$ cat src/rtl/conv_cfg_pkg.sv
`default_nettype none
// +--------------------------------------------------------------------------+
// | Module      : conv_cfg_pkg                                               |
// | Description : Shared types, default widths and sizing helpers for the    |
// |               convolution configuration loader.                          |
// | Contents    : cfg_state_t   - loader FSM state encoding                  |
// |               calc_k_words  - words needed to carry the kernel bytes     |
// |               calc_cnt_width- word-counter width for both load phases    |
// | Revision    : 1.0 - initial release                                      |
// +--------------------------------------------------------------------------+
package conv_cfg_pkg;

  localparam int c_DEF_WORD_WIDTH = 32;
  localparam int c_DEF_BYTE_WIDTH = 8;
  localparam int c_DEF_C_WIDTH    = 16;
  localparam int c_DEF_N_WIDTH    = 8;
  localparam int c_DEF_M0_WORDS   = 2;
  localparam int c_DEF_K_BYTES    = 9;

  typedef enum logic [2:0] {
    IDLE    = 3'd0,
    LOAD_M0 = 3'd1,
    LOAD_CN = 3'd2,
    LOAD_K  = 3'd3,
    COMMIT  = 3'd4
  } cfg_state_t;

  // Ceiling division: number of stream words that carry all kernel bytes.
  function automatic int calc_k_words(input int k_bytes, input int byte_w, input int word_w);
    return (k_bytes * byte_w + word_w - 1) / word_w;
  endfunction

  // One counter serves both multi-word phases, so size it for the longer one.
  function automatic int calc_cnt_width(input int a, input int b);
    int m;
    m = (a > b) ? a : b;
    return (m <= 2) ? 1 : $clog2(m);
  endfunction

endpackage
`default_nettype wire

$ cat src/rtl/word_shift_reg.sv
`default_nettype none
// +--------------------------------------------------------------------------+
// | Module      : word_shift_reg                                             |
// | Description : Word-granular left-shifting register. Each enabled cycle   |
// |               shifts the contents up one word and inserts i_data at the  |
// |               least-significant word, so the first word ends up MS.      |
// | Ports       : clk, rst_n (async, active low), i_en, i_data[WIDTH],       |
// |               o_q[OUT_WIDTH] = most-significant OUT_WIDTH bits           |
// | Revision    : 1.0 - initial release                                      |
// +--------------------------------------------------------------------------+
module word_shift_reg #(
  parameter int WIDTH     = 32,
  parameter int WORDS     = 2,
  parameter int OUT_WIDTH = WIDTH * WORDS
) (
  input  logic                 clk,
  input  logic                 rst_n,
  input  logic                 i_en,
  input  logic [WIDTH-1:0]     i_data,
  output logic [OUT_WIDTH-1:0] o_q
);

  localparam int c_TOT = WIDTH * WORDS;

  logic [c_TOT-1:0] r_q;

  generate
    if (WORDS == 1) begin : g_single
      always_ff @(posedge clk or negedge rst_n) begin
        if (!rst_n) begin
          r_q <= '0;
        end else if (i_en) begin
          r_q <= i_data;
        end
      end
    end else begin : g_multi
      always_ff @(posedge clk or negedge rst_n) begin
        if (!rst_n) begin
          r_q <= '0;
        end else if (i_en) begin
          r_q <= {r_q[c_TOT-WIDTH-1:0], i_data};
        end
      end
    end
  endgenerate

  // Surplus LS bits of the final word are simply never presented.
  assign o_q = r_q[c_TOT-1 -: OUT_WIDTH];

endmodule
`default_nettype wire

$ cat src/rtl/conv_cfg_loader.sv
`default_nettype none
// +--------------------------------------------------------------------------+
// | Module      : conv_cfg_loader                                            |
// | Description : Double-buffered configuration loader. A valid/ready word   |
// |               stream fills shadow M0, C/N and kernel fields; the shadow  |
// |               bank is committed to the active bank in one cycle once the |
// |               consumer allows it. Active outputs are registers only.     |
// | Ports       : clk, rst_n        - clock, async active-low reset          |
// |               i_start, i_abort  - begin / discard a load sequence        |
// |               i_valid, i_data, o_ready - word stream handshake           |
// |               i_swap_ok         - consumer permits active-bank update    |
// |               o_busy, o_cfg_valid, o_swap - status                       |
// |               o_M0, o_N, o_C, o_K - active configuration                 |
// | Revision    : 1.0 - initial release                                      |
// +--------------------------------------------------------------------------+
module conv_cfg_loader
  import conv_cfg_pkg::*;
#(
  parameter int WORD_WIDTH = c_DEF_WORD_WIDTH,
  parameter int BYTE_WIDTH = c_DEF_BYTE_WIDTH,
  parameter int C_WIDTH    = c_DEF_C_WIDTH,
  parameter int N_WIDTH    = c_DEF_N_WIDTH,
  parameter int M0_WORDS   = c_DEF_M0_WORDS,
  parameter int K_BYTES    = c_DEF_K_BYTES
) (
  input  logic                              clk,
  input  logic                              rst_n,
  input  logic                              i_start,
  input  logic                              i_abort,
  input  logic                              i_valid,
  input  logic [WORD_WIDTH-1:0]             i_data,
  output logic                              o_ready,
  input  logic                              i_swap_ok,
  output logic                              o_busy,
  output logic                              o_cfg_valid,
  output logic                              o_swap,
  output logic [M0_WORDS*WORD_WIDTH-1:0]    o_M0,
  output logic [N_WIDTH-1:0]                o_N,
  output logic [C_WIDTH-1:0]                o_C,
  output logic [K_BYTES*BYTE_WIDTH-1:0]     o_K
);

  localparam int c_M0_WIDTH    = M0_WORDS * WORD_WIDTH;
  localparam int c_K_OUT_WIDTH = K_BYTES * BYTE_WIDTH;
  localparam int c_K_WORDS     = calc_k_words(K_BYTES, BYTE_WIDTH, WORD_WIDTH);
  localparam int c_CNT_W       = calc_cnt_width(M0_WORDS, c_K_WORDS);

  localparam logic [c_CNT_W-1:0] c_M0_LAST = c_CNT_W'(M0_WORDS - 1);
  localparam logic [c_CNT_W-1:0] c_K_LAST  = c_CNT_W'(c_K_WORDS - 1);
  localparam logic [c_CNT_W-1:0] c_ONE     = c_CNT_W'(1);

  cfg_state_t             r_state;
  cfg_state_t             w_state_nxt;
  logic [c_CNT_W-1:0]     r_cnt;
  logic [c_CNT_W-1:0]     w_cnt_nxt;

  logic                   w_ready;
  logic                   w_xfer;
  logic                   w_m0_en;
  logic                   w_cn_en;
  logic                   w_k_en;
  logic                   w_commit;

  logic [c_M0_WIDTH-1:0]    w_sh_m0;
  logic [c_K_OUT_WIDTH-1:0] w_sh_k;
  logic [C_WIDTH-1:0]       r_sh_c;
  logic [N_WIDTH-1:0]       r_sh_n;

  logic [c_M0_WIDTH-1:0]    r_act_m0;
  logic [c_K_OUT_WIDTH-1:0] r_act_k;
  logic [C_WIDTH-1:0]       r_act_c;
  logic [N_WIDTH-1:0]       r_act_n;
  logic                     r_cfg_valid;
  logic                     r_swap;

  // ready already excludes abort, so a transfer can never coincide with one
  assign w_xfer = i_valid & w_ready;

  // ---------------------------------------------------------------- state reg
  always_ff @(posedge clk or negedge rst_n) begin
    if (!rst_n) begin
      r_state <= IDLE;
      r_cnt   <= '0;
    end else begin
      r_state <= w_state_nxt;
      r_cnt   <= w_cnt_nxt;
    end
  end

  // --------------------------------------------------------------- next state
  always_comb begin
    w_state_nxt = r_state;
    w_cnt_nxt   = r_cnt;
    if ((r_state != IDLE) && i_abort) begin
      w_state_nxt = IDLE;
      w_cnt_nxt   = '0;
    end else begin
      case (r_state)
        IDLE: begin
          if (i_start && !i_abort) begin
            w_state_nxt = LOAD_M0;
            w_cnt_nxt   = '0;
          end
        end
        LOAD_M0: begin
          if (w_xfer) begin
            if (r_cnt == c_M0_LAST) begin
              w_state_nxt = LOAD_CN;
              w_cnt_nxt   = '0;
            end else begin
              w_cnt_nxt = r_cnt + c_ONE;
            end
          end
        end
        LOAD_CN: begin
          if (w_xfer) begin
            w_state_nxt = LOAD_K;
            w_cnt_nxt   = '0;
          end
        end
        LOAD_K: begin
          if (w_xfer) begin
            if (r_cnt == c_K_LAST) begin
              w_state_nxt = COMMIT;
              w_cnt_nxt   = '0;
            end else begin
              w_cnt_nxt = r_cnt + c_ONE;
            end
          end
        end
        COMMIT: begin
          if (i_swap_ok) begin
            w_state_nxt = IDLE;
          end
        end
        default: begin
          w_state_nxt = IDLE;
          w_cnt_nxt   = '0;
        end
      endcase
    end
  end

  // ------------------------------------------------------------------ outputs
  always_comb begin
    w_ready  = 1'b0;
    w_commit = 1'b0;
    o_busy   = (r_state != IDLE);
    case (r_state)
      LOAD_M0, LOAD_CN, LOAD_K: w_ready  = ~i_abort;
      COMMIT:                   w_commit = i_swap_ok & ~i_abort;
      default: begin
        w_ready  = 1'b0;
        w_commit = 1'b0;
      end
    endcase
    w_m0_en = w_xfer & (r_state == LOAD_M0);
    w_cn_en = w_xfer & (r_state == LOAD_CN);
    w_k_en  = w_xfer & (r_state == LOAD_K);
  end

  assign o_ready = w_ready;

  // -------------------------------------------------------------- shadow bank
  word_shift_reg #(
    .WIDTH     (WORD_WIDTH),
    .WORDS     (M0_WORDS),
    .OUT_WIDTH (c_M0_WIDTH)
  ) u_sh_m0 (
    .clk    (clk),
    .rst_n  (rst_n),
    .i_en   (w_m0_en),
    .i_data (i_data),
    .o_q    (w_sh_m0)
  );

  word_shift_reg #(
    .WIDTH     (WORD_WIDTH),
    .WORDS     (c_K_WORDS),
    .OUT_WIDTH (c_K_OUT_WIDTH)
  ) u_sh_k (
    .clk    (clk),
    .rst_n  (rst_n),
    .i_en   (w_k_en),
    .i_data (i_data),
    .o_q    (w_sh_k)
  );

  always_ff @(posedge clk or negedge rst_n) begin
    if (!rst_n) begin
      r_sh_c <= '0;
      r_sh_n <= '0;
    end else if (w_cn_en) begin
      r_sh_c <= i_data[C_WIDTH+N_WIDTH-1:N_WIDTH];
      r_sh_n <= i_data[N_WIDTH-1:0];
    end
  end

  // -------------------------------------------------------------- active bank
  always_ff @(posedge clk or negedge rst_n) begin
    if (!rst_n) begin
      r_act_m0    <= '0;
      r_act_k     <= '0;
      r_act_c     <= '0;
      r_act_n     <= '0;
      r_cfg_valid <= 1'b0;
      r_swap      <= 1'b0;
    end else begin
      r_swap <= w_commit;
      if (w_commit) begin
        r_act_m0    <= w_sh_m0;
        r_act_k     <= w_sh_k;
        r_act_c     <= r_sh_c;
        r_act_n     <= r_sh_n;
        r_cfg_valid <= 1'b1;
      end
    end
  end

  assign o_M0        = r_act_m0;
  assign o_K         = r_act_k;
  assign o_C         = r_act_c;
  assign o_N         = r_act_n;
  assign o_cfg_valid = r_cfg_valid;
  assign o_swap      = r_swap;

endmodule
`default_nettype wire

$ cat config.mk
export PLATFORM = sky130hd
export DESIGN_NAME = conv_cfg_loader
export DESIGN_NICKNAME = d
export VERILOG_FILES = /design/src/rtl/conv_cfg_pkg.sv /design/src/rtl/word_shift_reg.sv /design/src/rtl/conv_cfg_loader.sv
export SDC_FILE = /design/constraint.sdc
export NUM_CORES = 1
export LEC_CHECK = 0
export ABC_AREA = 1
export BUFFER_PORTS_ARGS = -buffer_cell sky130_fd_sc_hd__buf_2
export CORE_UTILIZATION = 51
export CTS_CLUSTER_SIZE = 8
export DETAILED_ROUTE_END_ITERATION = 8
export PLACE_DENSITY_LB_ADDON = 0.1
export SYNTH_ARGS = -nofsm -noshare
export SYNTH_HDL_FRONTEND = slang
export SYNTH_SLANG_ARGS = --single-unit
$ cat constraint.sdc
create_clock -name clk -period 4.2 [get_ports clk]
set_clock_uncertainty 0.2 [all_clocks]
set_input_delay 0.84 -clock clk [delete_from_list [all_inputs] [get_ports clk]]
set_output_delay 0.84 -clock clk [all_outputs]
set_load 0.02 [all_outputs]
==> run summary, run 1 <==
STATUS
----------------------------------------------------------------------------------------
Status .................................................................... finished, final reports clean

YOSYS
----------------------------------------------------------------------------------------
Syn avg cell area .........................................................     9.82 µm²
Synthesized Nets ..........................................................         1412
Ys Warns ..................................................................            0
Part of the Yosys area used for sequential elements .......................        0.651
Number of distinct library cells after synthesis ..........................           22
Area of the mapped netlist ................................................   0.0135 mm²
Synthesized netlist cell count ............................................         1374
Main area contributors after synthesis .................................... dfrtp_1, nand2_1, o21ai_1
Synth top area share ......................................................        0.651
Synth area leader .........................................................      dfrtp_1
Number of flip-flops and latches in the synthesized netlist ...............          351

CRITICAL PATH
----------------------------------------------------------------------------------------
Crit end category ......................................................... primary output
Critical path data arrival time ...........................................      1.47 ns
Crit path max fanout ......................................................            7
Reg2reg start .............................................................   r_state[2]
Startpoint types ..........................................................    flip-flop
Crit Path Category ........................................................ flip-flop to primary output
Required @ worst endpoint .................................................      3.16 ns
R2r setup slk .............................................................      1.72 ns
Worst r2r path cells ......................................................            7
Capture instance of the worst register-to-register path ................... u_sh_m0.o_q[19]

PLACED DESIGN
----------------------------------------------------------------------------------------
Cell total after placement ................................................         1854
Weighted congestion at the end of routability-driven global placement .....        0.905
Total half-perimeter wirelength after legalization and detailed placement .     18700 µm
Port-buffer cells .........................................................          201

CLOCK TREE
----------------------------------------------------------------------------------------
Cts bufs inserted .........................................................           49
Post-CTS Hold Fix Bufs ....................................................            0
Clock tree from TritonCTS .................................................          yes
CTS Root Buffer Type ......................................................    clkbuf_16
Number of cells upsized or downsized after cts ............................            0
Setup Buffers After CTS ...................................................            0
Deepest level of the CTS H-tree ...........................................            2
Clock-pin slew on the worst setup and hold paths ..........................      0.05 ns
Clock Sink Count ..........................................................          351
Worst skew pair latency ...................................................      0.53 ns
Clock Path Buffers ........................................................            3

RUN
----------------------------------------------------------------------------------------
Maximum Capacitance Violations ............................................            0

FINAL LAYOUT
----------------------------------------------------------------------------------------
Number of inserted filler cells in the final layout .......................         2266
Non-filler instance count after layout ....................................         1908
Count of nets after finishing .............................................         1608
Layout area overhead ......................................................        17.9%
Share of layout cells above drive strength 1 ..............................        0.223
Final Util ................................................................        0.612

ROUTE
----------------------------------------------------------------------------------------
Iter 0 DRT Violations .....................................................          626
DRC violations left .......................................................            0
Detailed-route vias per instance ..........................................         4.94
Detailed-routing iteration count for the pre-antenna-repair pass ..........            5
Final WL ..................................................................     28600 µm
Antenna Violating Nets Remaining ..........................................            0
Vias ......................................................................         9419
Mean routed wirelength per cell ...........................................      15.0 µm

GLOBAL ROUTING
----------------------------------------------------------------------------------------
Global route overflow .....................................................            0
Global-route wire length before repair ....................................     46600 µm
Antenna violations before repair ..........................................            2
Vias in the first global route ............................................         9169
Pin count of the biggest net entering global routing ......................          154
Total routing resource utilization after global routing ...................        0.219

MIN PATH
----------------------------------------------------------------------------------------
Hold crit path type ....................................................... primary input to asynchronous set/reset pin

PWR
----------------------------------------------------------------------------------------
Total power consumption of the routed design ..............................      10.0 mW
Power density over the cells ..............................................   631 mW/mm²
Leakage power figure ......................................................      8.76 nW
Worst voltage drop across the vdd grid ....................................     0.367 mV

STA
----------------------------------------------------------------------------------------
Worst Max-Slew Pin Slew ...................................................      1.03 ns
Fmax ......................................................................      398 MHz
Final count of negative-setup-slack endpoints .............................            0
Final Hold Fails ..........................................................            0
Setup TNS .................................................................         0 ns
Number of slew-limit violations in the final report .......................            0
RSZ-0062 raised after global routing ......................................           no
Share of the clock period used by the worst path ..........................        0.599
Worst max-slew margin expressed relative to the limit .....................        0.313
Final worst path period need ..............................................      2.51 ns

FLOORPLAN
----------------------------------------------------------------------------------------
Core Footprint ............................................................   0.0260 mm²
Die height ................................................................       165 µm
Starting density of the core ..............................................        0.520
Core Rows .................................................................           59
Count of pins on the block boundary .......................................          202
DIE AREA ..................................................................   0.0271 mm²
Horizontal die dimension ..................................................       165 µm

-- state kept, by name (all words and copies together) (netlist names), 2 cells and up --
signal / count
o_N: 8
r_sh_c: 16
r_state: 3
r_sh_n: 8
o_C: 16
o_M0: 64
u_sh_k.r_q: 96
r_cnt: 2
o_K: 72
u_sh_m0.o_q: 64
-- where the power goes --
group          leakage, nW  switching, mW  internal, mW
combinational         3.46           1.22         0.686
sequential            4.66          0.480          4.27
clock                0.634           1.29          2.11
total                 8.76           2.98          7.06
-- Yosys cell counts --
library cell and count:
a21oi_2 24, buf_2 30, buf_4 10, buf_6 25
clkbuf_1 9, dfrtp_1 351, inv_1 119, inv_2 2
nand2_1 515, nand2_2 4, nand2_4 1, nand3_1 10
nand3b_2 1, nand4_1 1, nor2_1 10, nor2_2 22
nor2_4 1, nor3_1 2, o21ai_0 81, o21ai_1 131
o21ai_2 24, or2_2 1
-- cells by family after synthesis --
group | count (synthesis) | synth area share
AO/OA/AOI/OAI | 260 | 0.110
AND/OR/NAND/NOR | 568 | 0.166
flip-flops | 351 | 0.651
buffers and inverters | 195 | 0.0737
-- critical path: stages (launching register included) --
cell	delay, ns
dfrtp_1	0.46
nor2_2	0.19
nand2_2	0.10
inv_1	0.06
buf_2	0.15
-- worst max-delay path by stage --
stage / startpoint / to / cells after the start
2_1_floorplan: i_abort / o_ready / 3
3_3_place_gp: i_abort / u_sh_m0.o_q[19] / 8
3_5_place_dp: i_abort / u_sh_m0.o_q[19] / 8
4_1_cts: r_state[2] / o_ready / 4
5_1_grt: r_state[2] / u_sh_m0.o_q[51] / 7
6_report: r_state[2] / o_ready / 4
-- final cells by class --
type                    instances  area, µm²  area share
multi-input cells             828       3750       0.236
clock buffers                  52       1280      0.0804
repair buffers                219       1210      0.0763
inverters                     121        455      0.0286
well taps                     335        419      0.0263
clock inverters                 1       8.76    0.000550
flip-flops and latches        351       8780       0.552
diodes                          1       2.50    0.000157
-- placed cells by master (no fill, tap or decap) --
cell type and n:
inv_2 1, buf_12 5, nor2_2 22, buf_8 1, o21ai_1 131, o21ai_0 81
inv_6 1, nand2_2 2, clkinv_2 1, nor2_1 10, nor2_4 1, inv_1 119
dfrtp_1 351, nand3_1 10, buf_2 200, nand2_4 1, diode_2 1, clkbuf_1 1
clkbuf_16 51, nand4_1 1, or2_2 1, o21ai_2 24, nand3b_2 1, nand2_1 515
nor3_1 2, buf_4 13, a21oi_2 24, nand2_8 2
-- through the flow --
step	cell area (µm²)	hold WS [ns]	worst slack, ns
6_report	15900	0.182	1.69
5_1_grt	15900	0.283	1.50
4_1_cts	15900	0.252	1.67
3_5_place_dp	14600	0.252	1.27
3_3_place_gp	14600	0.248	1.30
2_1_floorplan	13500	0.242	1.96
-- layer usage --
metal  GRT usage  wire length (µm)  vias to the layer above
met4      0.0667               712                        2
li1            -                 -                     4655
met3      0.0437              1320                       59
met1       0.287             12400                     4495
met5           0                11                        -
met2       0.368             14100                      208
(Power assumes the default switching activity.)
==> run 2, diff against run 1 <==
clock period = 2.4 ns   (was 4.2 ns; I/O delays follow)
==> run summary, run 2 (synthesis results as in run 1) <==
CRITICAL PATH
----------------------------------------------------------------------------------------
Crit path largest cell delay ..............................................      0.47 ns   about the same
Crit path max fanout ......................................................            7   unchanged
Crit end category ......................................................... primary output
Required @ worst endpoint .................................................      1.72 ns   -1.44 ns
Critical path data arrival time ...........................................      1.51 ns   +0.04 ns
Buffering stage count on the worst path with inverters included ...........            2   unchanged
Dominant delay contributor by cell family on the critical path ............   flip-flops
Cell breakdown of the critical path ....................................... nor2_2, nand2_2, inv_1, buf_2
R2r setup slk .............................................................      0.41 ns   -1.31 ns
Crit Path Category ........................................................ flip-flop to primary output
Worst-path cell with the longest stage delay ..............................      dfrtp_1
Startpoint types ..........................................................    flip-flop

STA
----------------------------------------------------------------------------------------
Final count of negative-setup-slack endpoints .............................            0   unchanged
Worst Max-Slew Pin Slew ...................................................     0.561 ns   -0.470 ns
Setup TNS .................................................................         0 ns   unchanged
Final Hold Fails ..........................................................            0   unchanged
Final worst path period need ..............................................      2.19 ns
Number of slew-limit violations in the final report .......................            0   unchanged
Fmax ......................................................................      456 MHz
WHS .......................................................................    0.0401 ns   -0.142 ns
Share of the clock period used by the worst path ..........................        0.914
RSZ-0062 raised after global routing ......................................           no
Worst max-slew margin expressed relative to the limit .....................        0.626   +0.313

FINAL LAYOUT
----------------------------------------------------------------------------------------
Count of nets after finishing .............................................         1612   +0.25%
Largest register FFs ......................................................           96   unchanged
Most common cell after layout, fill and taps aside ........................      nand2_1
Layout area overhead ......................................................        18.9%
Area of the multi-input gates .............................................  0.00375 mm²   unchanged
Sequential standard cell area .............................................  0.00878 mm²   unchanged
Top library cells by usage in the layout, fill and taps aside ............. nand2_1, dfrtp_1, buf_2
Share of layout cells above drive strength 1 ..............................        0.225   +0.00134
Number of inserted filler cells in the final layout .......................         2296   +1.3%
Largest Register ..........................................................   u_sh_k.r_q
Non-filler instance count after layout ....................................         1912   +0.21%

GLOBAL ROUTING
----------------------------------------------------------------------------------------
Routing usage on met3 .....................................................       0.0409   -0.00276
Gr busiest metal ..........................................................         met2
Global routing usage on met1 ..............................................        0.289   +0.00235
Total routing resource utilization after global routing ...................        0.215   -0.00405
Met2 track demand over resource ...........................................        0.360   -0.00802
Pin count of the biggest net entering global routing ......................          129   -16%
Global-route wire length before repair ....................................     45800 µm   -1.6%
Vias in the first global route ............................................         8843   -3.6%
Global route overflow .....................................................            0   unchanged
Antenna violations before repair ..........................................            1   -1

PLACED DESIGN
----------------------------------------------------------------------------------------
Cell total after placement ................................................         1857   +0.16%
Total half-perimeter wirelength after legalization and detailed placement .     18700 µm   about the same
Port-buffer cells .........................................................          201   unchanged
Weighted congestion at the end of routability-driven global placement .....        0.879   -2.8%

ROUTE
----------------------------------------------------------------------------------------
Antenna Violating Nets Remaining ..........................................            0   unchanged
Detailed-routing iteration count for the pre-antenna-repair pass ..........            5   unchanged
Detailed-route vias per instance ..........................................         4.88   -1.2%
Vias ......................................................................         9329   -0.96%
Final WL ..................................................................     28700 µm   +0.34%
Mean routed wirelength per cell ...........................................      15.0 µm   +0.13%
DRC violations left .......................................................            0   unchanged
Iter 0 DRT Violations .....................................................          600   -4.2%

RUN
----------------------------------------------------------------------------------------
Maximum Capacitance Violations ............................................            0   unchanged

FLOORPLAN
----------------------------------------------------------------------------------------
Die height ................................................................       165 µm   unchanged
Count of pins on the block boundary .......................................          202   unchanged
Core Rows .................................................................           59   unchanged
Core Footprint ............................................................   0.0260 mm²   unchanged
Starting density of the core ..............................................        0.520   unchanged
DIE AREA ..................................................................   0.0271 mm²   unchanged
Horizontal die dimension ..................................................       165 µm   unchanged

CLOCK TREE
----------------------------------------------------------------------------------------
CTS Root Buffer Type ......................................................    clkbuf_16
Clock Sink Count ..........................................................          351   unchanged
Setup Buffers After CTS ...................................................            0   unchanged
Clock Path Buffers ........................................................            3   unchanged
Clock tree from TritonCTS .................................................          yes
Cts bufs inserted .........................................................           49   unchanged
Worst skew pair latency ...................................................      0.53 ns   about the same
Clock-pin slew on the worst setup and hold paths ..........................      0.05 ns   about the same
Deepest level of the CTS H-tree ...........................................            2   unchanged

PWR
----------------------------------------------------------------------------------------
Power density over the cells ..............................................  1100 mW/mm²   +74%
Leakage power figure ......................................................      8.82 nW   +0.73%
Worst voltage drop across the vdd grid ....................................     0.676 mV   +84%

MIN PATH
----------------------------------------------------------------------------------------
Hold crit path type ....................................................... primary input to flip-flop

STATUS
----------------------------------------------------------------------------------------
Status .................................................................... finished, final reports clean

run 2: changes by cell type in the layout (fill, tap and decap cells not counted), sizes merged:
cell and delta:
dlygate4sd3 +1, buf +3
run 2: through the flow:
step | cell area [µm²] | setup slack (ns) | util | power, mW
global placement | 14700 | 0.380 | 0.567 | 11.7
global route | 16000 | 0.135 | 0.617 | 18.7
detailed placement | 14700 | 0.337 | 0.567 | 11.8
floorplan | 13500 | 0.775 | - | 10.6
CTS | 16000 | 0.190 | 0.617 | 17.8
finish | 16000 | 0.206 | 0.617 | 17.6
run 2: final cells by class:
| cell class | count | share of cell area |
|---|---|---|
| diodes | 1 | 0.000156 |
| clock buffers | 52 | 0.0798 |
| clock inverters | 1 | 0.000546 |
| inverters | 121 | 0.0284 |
| multi-input cells | 828 | 0.234 |
| flip-flops and latches | 351 | 0.547 |
| well taps | 335 | 0.0261 |
| repair buffers | 223 | 0.0839 |
run 2: tightest hold or removal path, cell delays in order:
cell	delay [ns]
buf_2	0.07
inv_1	0.06
o21ai_2	0.12
run 2: path summary, 6_finish.rpt:
check,start,to,depth (start not counted)
setup / recovery,r_state[2],o_ready,4
hold / removal,i_data[27],u_sh_k.r_q[27],3
setup reg to reg,r_state[1],u_sh_k.r_q[26],6
hold reg to reg,u_sh_k.r_q[80],o_K[56],2
max in group asynchronous,rst_n,o_M0[43],3
min in group asynchronous,rst_n,o_K[59],2
run 2: per-layer routing:
layer,part of all wire,vias to the layer above
met5,0,-
met4,0.015,0
met3,0.046,43
met2,0.50,202
met1,0.44,4412
li1,-,4672
run 2: power by group:
part | internal [mW] | switching (mW) | leakage [nW] | total, mW
sequential | 7.47 | 0.816 | 4.66 | 8.28
combinational | 1.22 | 2.14 | 3.53 | 3.36
clock | 3.69 | 2.27 | 0.634 | 5.96
total | 12.4 | 5.23 | 8.82 | 17.6
run 2: what timing repair did:
action,CTS,global route
hold buffers,1,0
endpoints found under the hold margin,40,0
resized for setup,0,0
